File: src/rtl/lz77_pkg.sv
// Shared types and constants for the LZ77 job scheduler and compressor slice.
package lz77_pkg;

    typedef enum logic [2:0] {
        StIdle,
        StClear,
        StStart,
        StFeed,
        StDrain,
        StFinish
    } sched_state_e;

    localparam int unsigned TOKEN_LIT_BITS   = 9;
    localparam int unsigned TOKEN_MATCH_BITS = 19;
    localparam int unsigned WINDOW_ADDR_BITS = 12;
    localparam int unsigned BUFFER_ADDR_BITS = 6;

endpackage

File: src/rtl/lz77_rr_arbiter.sv
// Round-robin arbiter: grants the first requester at or after ptr_i, wrapping.
module lz77_rr_arbiter
    import lz77_pkg::*;
#(
    parameter int unsigned NUM_REQ = 4,
    parameter int unsigned IDX_W   = $clog2(NUM_REQ)
) (
    input  logic [NUM_REQ-1:0] req_i,
    input  logic [IDX_W-1:0]   ptr_i,
    input  logic               en_i,
    output logic [NUM_REQ-1:0] grant_o,
    output logic [IDX_W-1:0]   idx_o,
    output logic               any_o
);

    logic             found_hi;
    logic             found_lo;
    logic [IDX_W-1:0] hi_idx;
    logic [IDX_W-1:0] lo_idx;

    // Scan downwards so the lowest set index wins, both overall and at/after ptr_i.
    always_comb begin
        found_hi = 1'b0;
        found_lo = 1'b0;
        hi_idx   = '0;
        lo_idx   = '0;
        for (int i = NUM_REQ - 1; i >= 0; i--) begin
            if (req_i[i]) begin
                found_lo = 1'b1;
                lo_idx   = IDX_W'(i);
                if (IDX_W'(i) >= ptr_i) begin
                    found_hi = 1'b1;
                    hi_idx   = IDX_W'(i);
                end
            end
        end
    end

    always_comb begin
        any_o   = en_i & found_lo;
        idx_o   = found_hi ? hi_idx : lo_idx;
        grant_o = any_o ? (NUM_REQ'(1) << idx_o) : '0;
    end

endmodule

File: src/rtl/lz77_job_scheduler.sv
// Time-shares one LZ77 compressor between NUM_REQ byte-stream requesters, one job at a time.
// Optional stall watchdog enabled by defining LZ77_SCHED_WATCHDOG_EN.
module lz77_job_scheduler
    import lz77_pkg::*;
#(
    parameter int unsigned NUM_REQ     = 4,
    parameter int unsigned LEN_W       = 16,
    parameter int unsigned CLR_CYCLES  = 2,
    parameter int unsigned WDOG_CYCLES = 65535,
    parameter int unsigned IDX_W       = $clog2(NUM_REQ)
) (
    input  logic                     clk,
    input  logic                     rst_n,
    input  logic [NUM_REQ-1:0]       req_valid_i,
    input  logic [NUM_REQ*LEN_W-1:0] req_len_i,
    output logic [NUM_REQ-1:0]       req_grant_o,
    input  logic [NUM_REQ*8-1:0]     in_data_i,
    input  logic [NUM_REQ-1:0]       in_valid_i,
    output logic [NUM_REQ-1:0]       in_ready_o,
    output logic                     comp_rst_n_o,
    output logic                     comp_start_o,
    input  logic                     comp_done_i,
    output logic [7:0]               comp_data_o,
    output logic                     comp_valid_o,
    input  logic                     comp_ready_i,
    output logic                     comp_last_o,
    input  logic                     comp_bit_i,
    input  logic                     comp_bit_valid_i,
    output logic                     comp_bit_ready_o,
    output logic                     out_bit_o,
    output logic                     out_valid_o,
    input  logic                     out_ready_i,
    output logic [IDX_W-1:0]         out_src_o,
    output logic                     job_done_o,
    output logic [31:0]              job_bits_o,
    output logic                     job_err_o
);

    sched_state_e        state_q;
    logic [NUM_REQ-1:0]  grant_q;
    logic [IDX_W-1:0]    idx_q;
    logic [IDX_W-1:0]    rr_q;
    logic [LEN_W-1:0]    len_q;
    logic [LEN_W-1:0]    sent_q;
    logic [31:0]         bits_q;
    logic [31:0]         clr_q;
    logic                comp_rst_n_q;
    logic                err_q;
`ifdef LZ77_SCHED_WATCHDOG_EN
    logic [31:0]         stall_q;
`endif

    logic [NUM_REQ-1:0]  arb_grant;
    logic [IDX_W-1:0]    arb_idx;
    logic                arb_any;
    logic [LEN_W-1:0]    arb_len;
    logic [7:0]          sel_data;
    logic                sel_valid;
    logic                feeding;
    logic                bit_path;
    logic                last_byte;
    logic                byte_xfer;
    logic                bit_xfer;

    lz77_rr_arbiter #(
        .NUM_REQ (NUM_REQ),
        .IDX_W   (IDX_W)
    ) u_arb (
        .req_i   (req_valid_i),
        .ptr_i   (rr_q),
        .en_i    (state_q == StIdle),
        .grant_o (arb_grant),
        .idx_o   (arb_idx),
        .any_o   (arb_any)
    );

    always_comb begin
        arb_len   = '0;
        sel_data  = '0;
        sel_valid = 1'b0;
        for (int i = 0; i < NUM_REQ; i++) begin
            if (arb_idx == IDX_W'(i)) arb_len = req_len_i[i*LEN_W +: LEN_W];
            if (idx_q == IDX_W'(i)) begin
                sel_data  = in_data_i[i*8 +: 8];
                sel_valid = in_valid_i[i];
            end
        end
    end

    assign feeding   = (state_q == StFeed);
    assign bit_path  = feeding || (state_q == StDrain);
    assign last_byte = (sent_q == len_q - 1'b1);
    assign byte_xfer = feeding && sel_valid && comp_ready_i;
    assign bit_xfer  = bit_path && comp_bit_valid_i && out_ready_i;

    always_comb begin
        in_ready_o   = '0;
        comp_data_o  = '0;
        comp_valid_o = 1'b0;
        comp_last_o  = 1'b0;
        if (feeding) begin
            in_ready_o[idx_q] = comp_ready_i;
            comp_data_o       = sel_data;
            comp_valid_o      = sel_valid;
            comp_last_o       = last_byte;
        end
    end

    assign out_bit_o        = bit_path & comp_bit_i;
    assign out_valid_o      = bit_path & comp_bit_valid_i;
    assign comp_bit_ready_o = bit_path & out_ready_i;
    assign comp_start_o     = (state_q == StStart);
    assign job_done_o       = (state_q == StFinish);
    assign job_err_o        = job_done_o & err_q;
    assign comp_rst_n_o     = comp_rst_n_q;
    assign req_grant_o      = grant_q;
    assign out_src_o        = idx_q;
    assign job_bits_o       = bits_q;

    always_ff @(posedge clk or negedge rst_n) begin
        if (!rst_n) begin
            state_q      <= StIdle;
            grant_q      <= '0;
            idx_q        <= '0;
            rr_q         <= '0;
            len_q        <= '0;
            sent_q       <= '0;
            bits_q       <= '0;
            clr_q        <= '0;
            comp_rst_n_q <= 1'b0;
            err_q        <= 1'b0;
`ifdef LZ77_SCHED_WATCHDOG_EN
            stall_q      <= '0;
`endif
        end else begin
            unique case (state_q)
                StIdle: begin
                    comp_rst_n_q <= 1'b0;
                    err_q        <= 1'b0;
                    if (arb_any) begin
                        grant_q <= arb_grant;
                        idx_q   <= arb_idx;
                        len_q   <= arb_len;
                        sent_q  <= '0;
                        bits_q  <= '0;
                        clr_q   <= '0;
                        // Zero-length jobs never touch the compressor.
                        if (arb_len == '0) begin
                            err_q   <= 1'b1;
                            state_q <= StFinish;
                        end else begin
                            state_q <= StClear;
                        end
                    end
                end
                StClear: begin
                    if (clr_q == 32'(CLR_CYCLES - 1)) begin
                        comp_rst_n_q <= 1'b1;
                        state_q      <= StStart;
                    end else begin
                        clr_q <= clr_q + 1'b1;
                    end
                end
                StStart: state_q <= StFeed;
                StFeed: begin
                    if (byte_xfer) begin
                        sent_q <= sent_q + 1'b1;
                        if (last_byte) state_q <= StDrain;
                    end
                end
                StDrain: begin
                    if (comp_done_i) state_q <= StFinish;
                end
                StFinish: begin
                    grant_q <= '0;
                    rr_q    <= (idx_q == IDX_W'(NUM_REQ - 1)) ? '0 : idx_q + 1'b1;
                    state_q <= StIdle;
                end
                default: state_q <= StIdle;
            endcase

            if (bit_xfer && (bits_q != '1)) bits_q <= bits_q + 1'b1;

`ifdef LZ77_SCHED_WATCHDOG_EN
            // Any handshake counts as progress; otherwise abort after WDOG_CYCLES idle cycles.
            if (!bit_path || byte_xfer || bit_xfer) begin
                stall_q <= '0;
            end else if (stall_q == 32'(WDOG_CYCLES - 1)) begin
                stall_q <= '0;
                err_q   <= 1'b1;
                state_q <= StFinish;
            end else begin
                stall_q <= stall_q + 1'b1;
            end
`endif
        end
    end

endmodule

File: config.mk
export PLATFORM = sky130hd
export DESIGN_NAME = lz77_job_scheduler
export DESIGN_NICKNAME = d
export VERILOG_FILES = /design/src/rtl/lz77_pkg.sv /design/src/rtl/lz77_rr_arbiter.sv /design/src/rtl/lz77_job_scheduler.sv
export SDC_FILE = /design/constraint.sdc
export NUM_CORES = 1
export LEC_CHECK = 0
export CAP_MARGIN = 20
export CORE_MARGIN = 2
export CORE_UTILIZATION = 55
export DETAILED_ROUTE_END_ITERATION = 10
export GPL_ROUTABILITY_DRIVEN = 0
export GPL_TIMING_DRIVEN = 0
export PLACE_DENSITY_LB_ADDON = 0.3
export SYNTH_ARGS = -nofsm -noshare
export SYNTH_HDL_FRONTEND = slang
export SYNTH_SLANG_ARGS = --single-unit
File: constraint.sdc
create_clock -name clk -period 6.3 [get_ports clk]
set_clock_uncertainty 0.2 [all_clocks]
set_input_delay 0.63 -clock clk [delete_from_list [all_inputs] [get_ports clk]]
set_output_delay 0.63 -clock clk [all_outputs]
set_load 0.02 [all_outputs]
==> results of run 1 <==
-- kinds of logic (layout without fill, tap and decap cells) --
group / after synthesis / count (layout) / synth area share, %
xor gates and xnor gates: 56 / 56 / 6.97
DFF: 109 / 109 / 38.8
AOI/OAI and AO/OA: 172 / 172 / 15.4
muxes: 52 / 52 / 7.79
adders and majority gates: 9 / 9 / 1.60
buffers and inverters: 64 / 250 / 4.68
and+or+nand+nor: 336 / 336 / 24.8
-- report_power, final --
| part | internal (µW) | switching [µW] | leakage [µW] |
|---|---|---|---|
| clock | 400 | 258 | 0.000173 |
| sequential | 732 | 53.6 | 0.00147 |
| combinational | 200 | 188 | 0.00218 |
| total | 1330 | 499 | 0.00383 |
-- sequential cells by signal, indices dropped and copies added, names as in the netlist --
| register | flops |
|---|---|
| rr_q | 2 |
| out_src_o | 2 |
| err_q | 1 |
| state_q | 3 |
| comp_rst_n_o | 1 |
| clr_q | 32 |
| req_grant_o | 4 |
| sent_q | 16 |
| len_q | 16 |
| job_bits_o | 32 |
-- per-stage QoR --
step	hold slack [ns]	power, µW
6_report	0.0331	1830
5_1_grt	0.0851	1910
4_1_cts	0.0578	1840
3_5_place_dp	0.289	1180
3_3_place_gp	0.262	1170
2_1_floorplan	0.134	998
-- area by class of cell --
| class | instances | area [µm²] |
|---|---|---|
| multi-input cells | 625 | 3980 |
| clock inverters | 6 | 109 |
| flip-flops and latches | 109 | 2730 |
| inverters | 27 | 101 |
| plain buffers | 37 | 228 |
| clock buffers | 10 | 239 |
| well taps | 172 | 215 |
| fillers | 933 | 3250 |
| repair buffers | 170 | 1720 |
-- worst min-delay path by stage --
stage                     depth (start not counted)                          to               from  slack (ns)
after floorplan                                   0        clr_q[0]$_DFFE_PN0P_              rst_n        0.13
final                                             1  job_bits_o[10]$_DFFE_PN0P_              rst_n        0.03
after global routing                              1  job_bits_o[10]$_DFFE_PN0P_              rst_n        0.09
after detailed placement                          2           err_q$_DFFE_PN0P_  err_q$_DFFE_PN0P_        0.29
after CTS                                         1  job_bits_o[10]$_DFFE_PN0P_              rst_n        0.06
after global placement                            2           err_q$_DFFE_PN0P_  err_q$_DFFE_PN0P_        0.26
-- cell usage in the layout (no fill, tap or decap), types with 16 or more instances in the layout --
master / instances
clkdlybuf4s50_1: 168
dfrtp_1: 109
nor2_1: 98
nand2_1: 77
o21ai_0: 49
mux2i_1: 39
o21ai_1: 36
xnor2_1: 35
a21oi_1: 32
nand3_1: 27
inv_1: 25
xor2_1: 21
nor3_1: 18
nand4_1: 18
clkbuf_1: 16
-- worst register-to-register path, stage by stage (launching register included) --
cell and delay, ns:
dfrtp_1 0.43, ha_1 0.23, nand3_1 0.16, nor3_1 0.47, and3_1 0.22, buf_2 0.16, and4_1 0.19, buf_2 0.16
a31oi_1 0.15, clkbuf_1 0.29, and2_1 0.24, o21ai_1 0.12, o31ai_1 0.11
-- layer usage --
layer	vias up	GRT usage, %	routed length, µm
li1	3220	-	-
met1	3250	37.9	8330
met2	262	48.5	9590
met3	32	4.53	1540
met4	0	10.5	501
met5	-	0	0
-- synth_stat cells (16+ instances only) --
| library cell | number |
|---|---|
| dfrtp_1 | 109 |
| nor2_1 | 98 |
| nand2_1 | 77 |
| o21ai_0 | 49 |
| mux2i_1 | 39 |
| o21ai_1 | 36 |
| xnor2_1 | 35 |
| a21oi_1 | 32 |
| nand3_1 | 27 |
| inv_1 | 25 |
| xor2_1 | 21 |
| nand4_1 | 18 |
| nor3_1 | 18 |
| clkbuf_1 | 16 |
==> metrics.cfg, run 1 <==
[outcome]
outcome=finished, final reports clean

[global_routing]
grt_pass1_vias=6274
antenna_found_initial=0
grt-ovfl-total=0
grt_pass1_wl_mm=30.8
grt_use_total_pct=28.8
grt_max_degree=73

[yosys]
yosysSeqAreaShare_pct=38.8
async_flop_share_pct=100
yosys_warnings=0
yosysTopAreaCell=dfrtp_1
netlist_instances=798
synth_top_area_share_pct=38.8
synth_area_per_cell_um2=8.81
synth_ff_type=dfrtp_1
synth.area.top_cells=dfrtp_1 (39%), mux2i_1 (5.5%), nor2_1 (5.2%), xnor2_1 (4.4%), nand2_1 (4.1%)
syn_nets=918
netlist_area_um2=7030
synth_edf_count=0
ys_ff_latch=109
synthDistinctLibCells=72

[setup_path]
crit_path_end=comp_last_o
cp_data_required_time_ns=5.47
reg2reg_slack_ns=3.06
path_delay_family=simple AND/OR/NAND/NOR gates
path_buf_inv=2
slowest_delay_ns=0.62
r2r-end=job_bits_o[4]$_DFFE_PN0P_
startpoint=len_q[0]$_DFFE_PN0P_
cp-end-kind=output port
crit_type=flip-flop to output port
worstPathMaxFanout=5
reg2reg_depth=12
cp_num_cells=10
r2r-start=job_bits_o[0]$_DFFE_PN0P_
cp_slowest_cell=clkdlybuf4s50_1
path_cells=inv_1 > ha_1 > or3b_2 > nor3_1 > xnor2_1 > and2_2 > and4_1 > nand4_1 > nor2_1 > clkdlybuf4s50_1
worstPathArrival_ns=3.47
cp-start-kind=flip-flop

[clock_tree]
htreeDepth=3
cts.sinks=109
cts-buffers-inserted=9
post-cts-setup-buffer-count=0
root_buffer=clkbuf_16
ctsHoldBuffers=0
clkLatencyLatePin_ns=0.35
cts_tree=done
ctsResizeCount=0
clk_pin_slew_ns=0.07
clock_path_buffers=2

[route]
drc=0
firstDrtPassIters=5
antenna_left=0
wl_per_cell_um=17.3
wirelength_mm=20.0
via_per_inst=5.85
dr.first_iter.drc_count=437
vias=6764

[worst_hold_path]
worstHoldPathType=input port to async pin

[die]
start_util_pct=56.0
coreArea_um2=12600
dieArea_um2=13700
die_y_um=117
die_w_um=117
io_pins=170
num_rows=41

[cells_and_area]
drive_gt1_share_pct=8.13
insertedDiodeCount=0
design_area_um2=9310
instances_no_fill=1156
nets=1099
postLayoutCoreUtil_pct=74.1
syn_to_final_growth_pct=32.4

[timing]
finalHoldViolCount=0
fin_crit_ns=4.30
rsz0062_at_grt=no
setup-violations-final=0
slew_violations=0
fmaxAchievable_mhz=232
max_slew.worst_pin.slew_ns=0.792
tns_ns=0
slew_headroom_pct=46.7
post-route-period-util_pct=68.3
fin_ws_ns=2.00

[place]
placed_cells=1140
pre_cts_slack_ns=2.42
hpwl_mm=15.0
io_buffers=169
placed_area_um2=8970

[power_and_ir_drop]
p_leak_uw=0.00383
powerDensity_nw_per_um2=197
vdd_ir_drop_max_mv=0.131

[job]
drv_cap=0

(Power assumes the default switching activity.)
==> run 2: changes to the inputs <==
--- a/config.mk
+++ b/config.mk
@@ -7,7 +7,7 @@
 export LEC_CHECK = 0
 export CAP_MARGIN = 20
 export CORE_MARGIN = 2
-export CORE_UTILIZATION = 55
+export CORE_UTILIZATION = 46
 export DETAILED_ROUTE_END_ITERATION = 10
 export GPL_ROUTABILITY_DRIVEN = 0
 export GPL_TIMING_DRIVEN = 0
==> constraint.sdc (replaced) <==
create_clock -name clk -period 3.5 [get_ports clk]
set_clock_uncertainty 0.2 [all_clocks]
set_input_delay 0.35 -clock clk [delete_from_list [all_inputs] [get_ports clk]]
set_output_delay 0.35 -clock clk [all_outputs]
set_load 0.02 [all_outputs]
==> metrics.cfg, run 2 (synthesized netlist as in run 1, its figures left out) <==
[outcome]
outcome=finished, final reports clean

[die]
die_w_um=128
start_util_pct=46.6
dieArea_um2=16300
die_y_um=128
coreArea_um2=15100
num_rows=45
io_pins=170

[clock_tree]
clkLatencyLatePin_ns=0.36
cts-buffers-inserted=9
post-cts-setup-buffer-count=0
clk_pin_slew_ns=0.07
clock_path_buffers=2
root_buffer=clkbuf_16
cts.sinks=109
htreeDepth=3
cts_tree=done

[global_routing]
antenna_found_initial=0
grt_use_total_pct=23.0
grt_pass1_wl_mm=30.3
grt_pass1_vias=6099
grt-ovfl-total=0
grt_max_degree=67

[route]
firstDrtPassIters=5
via_per_inst=5.63
dr.first_iter.drc_count=464
wl_met2_mm=8.98
vias=6602
wl_met3_mm=1.09
dr.max_layer_used=met4
drc=0
wl_per_cell_um=15.9
wirelength_mm=18.7
antenna_left=0
wl_met1_mm=8.36

[setup_path]
cp_data_required_time_ns=2.95
crit_type=flip-flop to output port
worstPathMaxFanout=9
worstPathArrival_ns=2.71
cp-start-kind=flip-flop
cp-end-kind=output port

[timing]
max_slew.worst_pin.slew_ns=0.921
post-route-period-util_pct=93.0
finalHoldViolCount=0
setup-violations-final=0
fmaxAchievable_mhz=307
slew_violations=0
fin_ws_ns=0.245
slew_headroom_pct=38.1
fin_crit_ns=3.26

[power_and_ir_drop]
p_leak_uw=0.00379
vdd_ir_drop_max_mv=0.333
powerDensity_nw_per_um2=330

[place]
placed_area_um2=8990
hpwl_mm=14.0
io_buffers=169
pre_cts_slack_ns=0.0583

[cells_and_area]
mostFrequentLayoutCells=clkdlybuf4s50_1 (167), dfrtp_1 (108), nor2_1 (97)
syn_to_final_growth_pct=32.0
fillCellCount=1340
multi_input_area_um2=3990
regArea_um2=2730
insertedDiodeCount=0
design_area_um2=9290
nets=1100
final_common_cell=clkdlybuf4s50_1
drive_gt1_share_pct=8.43

[worst_hold_path]
worstHoldPathType=flip-flop to flip-flop

[job]
drv_cap=0

[run 2: timing repair]
action | CTS | global route
gates cloned | 0 | 0
hold buffers | 1 | 0
endpoints found under the hold margin | 43 | 0
endpoints found under the setup margin | 1 | 7
gates resized for setup | 3 | 8
[run 2: layout make-up]
cell class / instances / area share, %
repair buffers: 171 / 18.6
clock buffers: 12 / 2.76
well taps: 188 / 2.53
multi-input cells: 625 / 43.0
plain buffers: 37 / 2.45
flip-flops and latches: 109 / 29.4
inverters: 27 / 1.09
clock inverters: 3 / 0.229
[run 2: report_power, final]
part	leakage (µW)	internal, µW	total, µW	switching, µW
Sequential	0.00147	1320	1410	89.3
Combinational	0.00219	361	690	329
Clock	0.000135	518	970	451
[run 2: worst max-delay path, cell delays in order (launching register included)]
cell and delay [ns]:
dfrtp_1 0.43, inv_1 0.12, ha_1 0.17, nor2b_1 0.12, buf_1 0.34, a221o_1 0.20
o21ai_0 0.07, nor2_1 0.12, a21oi_1 0.06, nor2_1 0.11, clkdlybuf4s50_1 0.62
[run 2: per-layer routing]
metal,vias to the layer above,global-route usage [%]
met1,3156,31.0
met5,-,0
met4,0,6.46
met2,196,38.0
li1,3232,-
met3,18,4.22
[run 2: through the flow]
step           hold slack (ns)  utilization [%]  TNS (ns)  power, µW  cells
6_report                 0.308             61.5         0       3070   1172
5_1_grt                  0.329             61.5  -0.00150       3210   1172
4_1_cts                  0.304             61.5         0       3090   1172
3_5_place_dp             0.189             59.6         0       2110   1156
3_3_place_gp             0.281             59.4   -259.57       2100   1155
2_1_floorplan           -0.146                -         0       1800    798
[run 2: final timing paths]
check / start / endpoint / slack [ns] / cells past startpoint
worst max-delay path: out_src_o[0]$_DFFE_PN0P_ / comp_data_o[3] / 0.24 / 10
worst min-delay path: req_grant_o[0]$_DFFE_PN0P_ / req_grant_o[0]$_DFFE_PN0P_ / 0.31 / 2
worst max register to register: out_src_o[0]$_DFFE_PN0P_ / state_q[0]$_DFFE_PN0P_ / 0.30 / 11
worst min register to register: req_grant_o[0]$_DFFE_PN0P_ / req_grant_o[0]$_DFFE_PN0P_ / 0.31 / 2
max in group asynchronous: rst_n / sent_q[7]$_DFFE_PN0P_ / 2.04 / 3
min in group asynchronous: rst_n / clr_q[11]$_DFFE_PN0P_ / 0.35 / 2
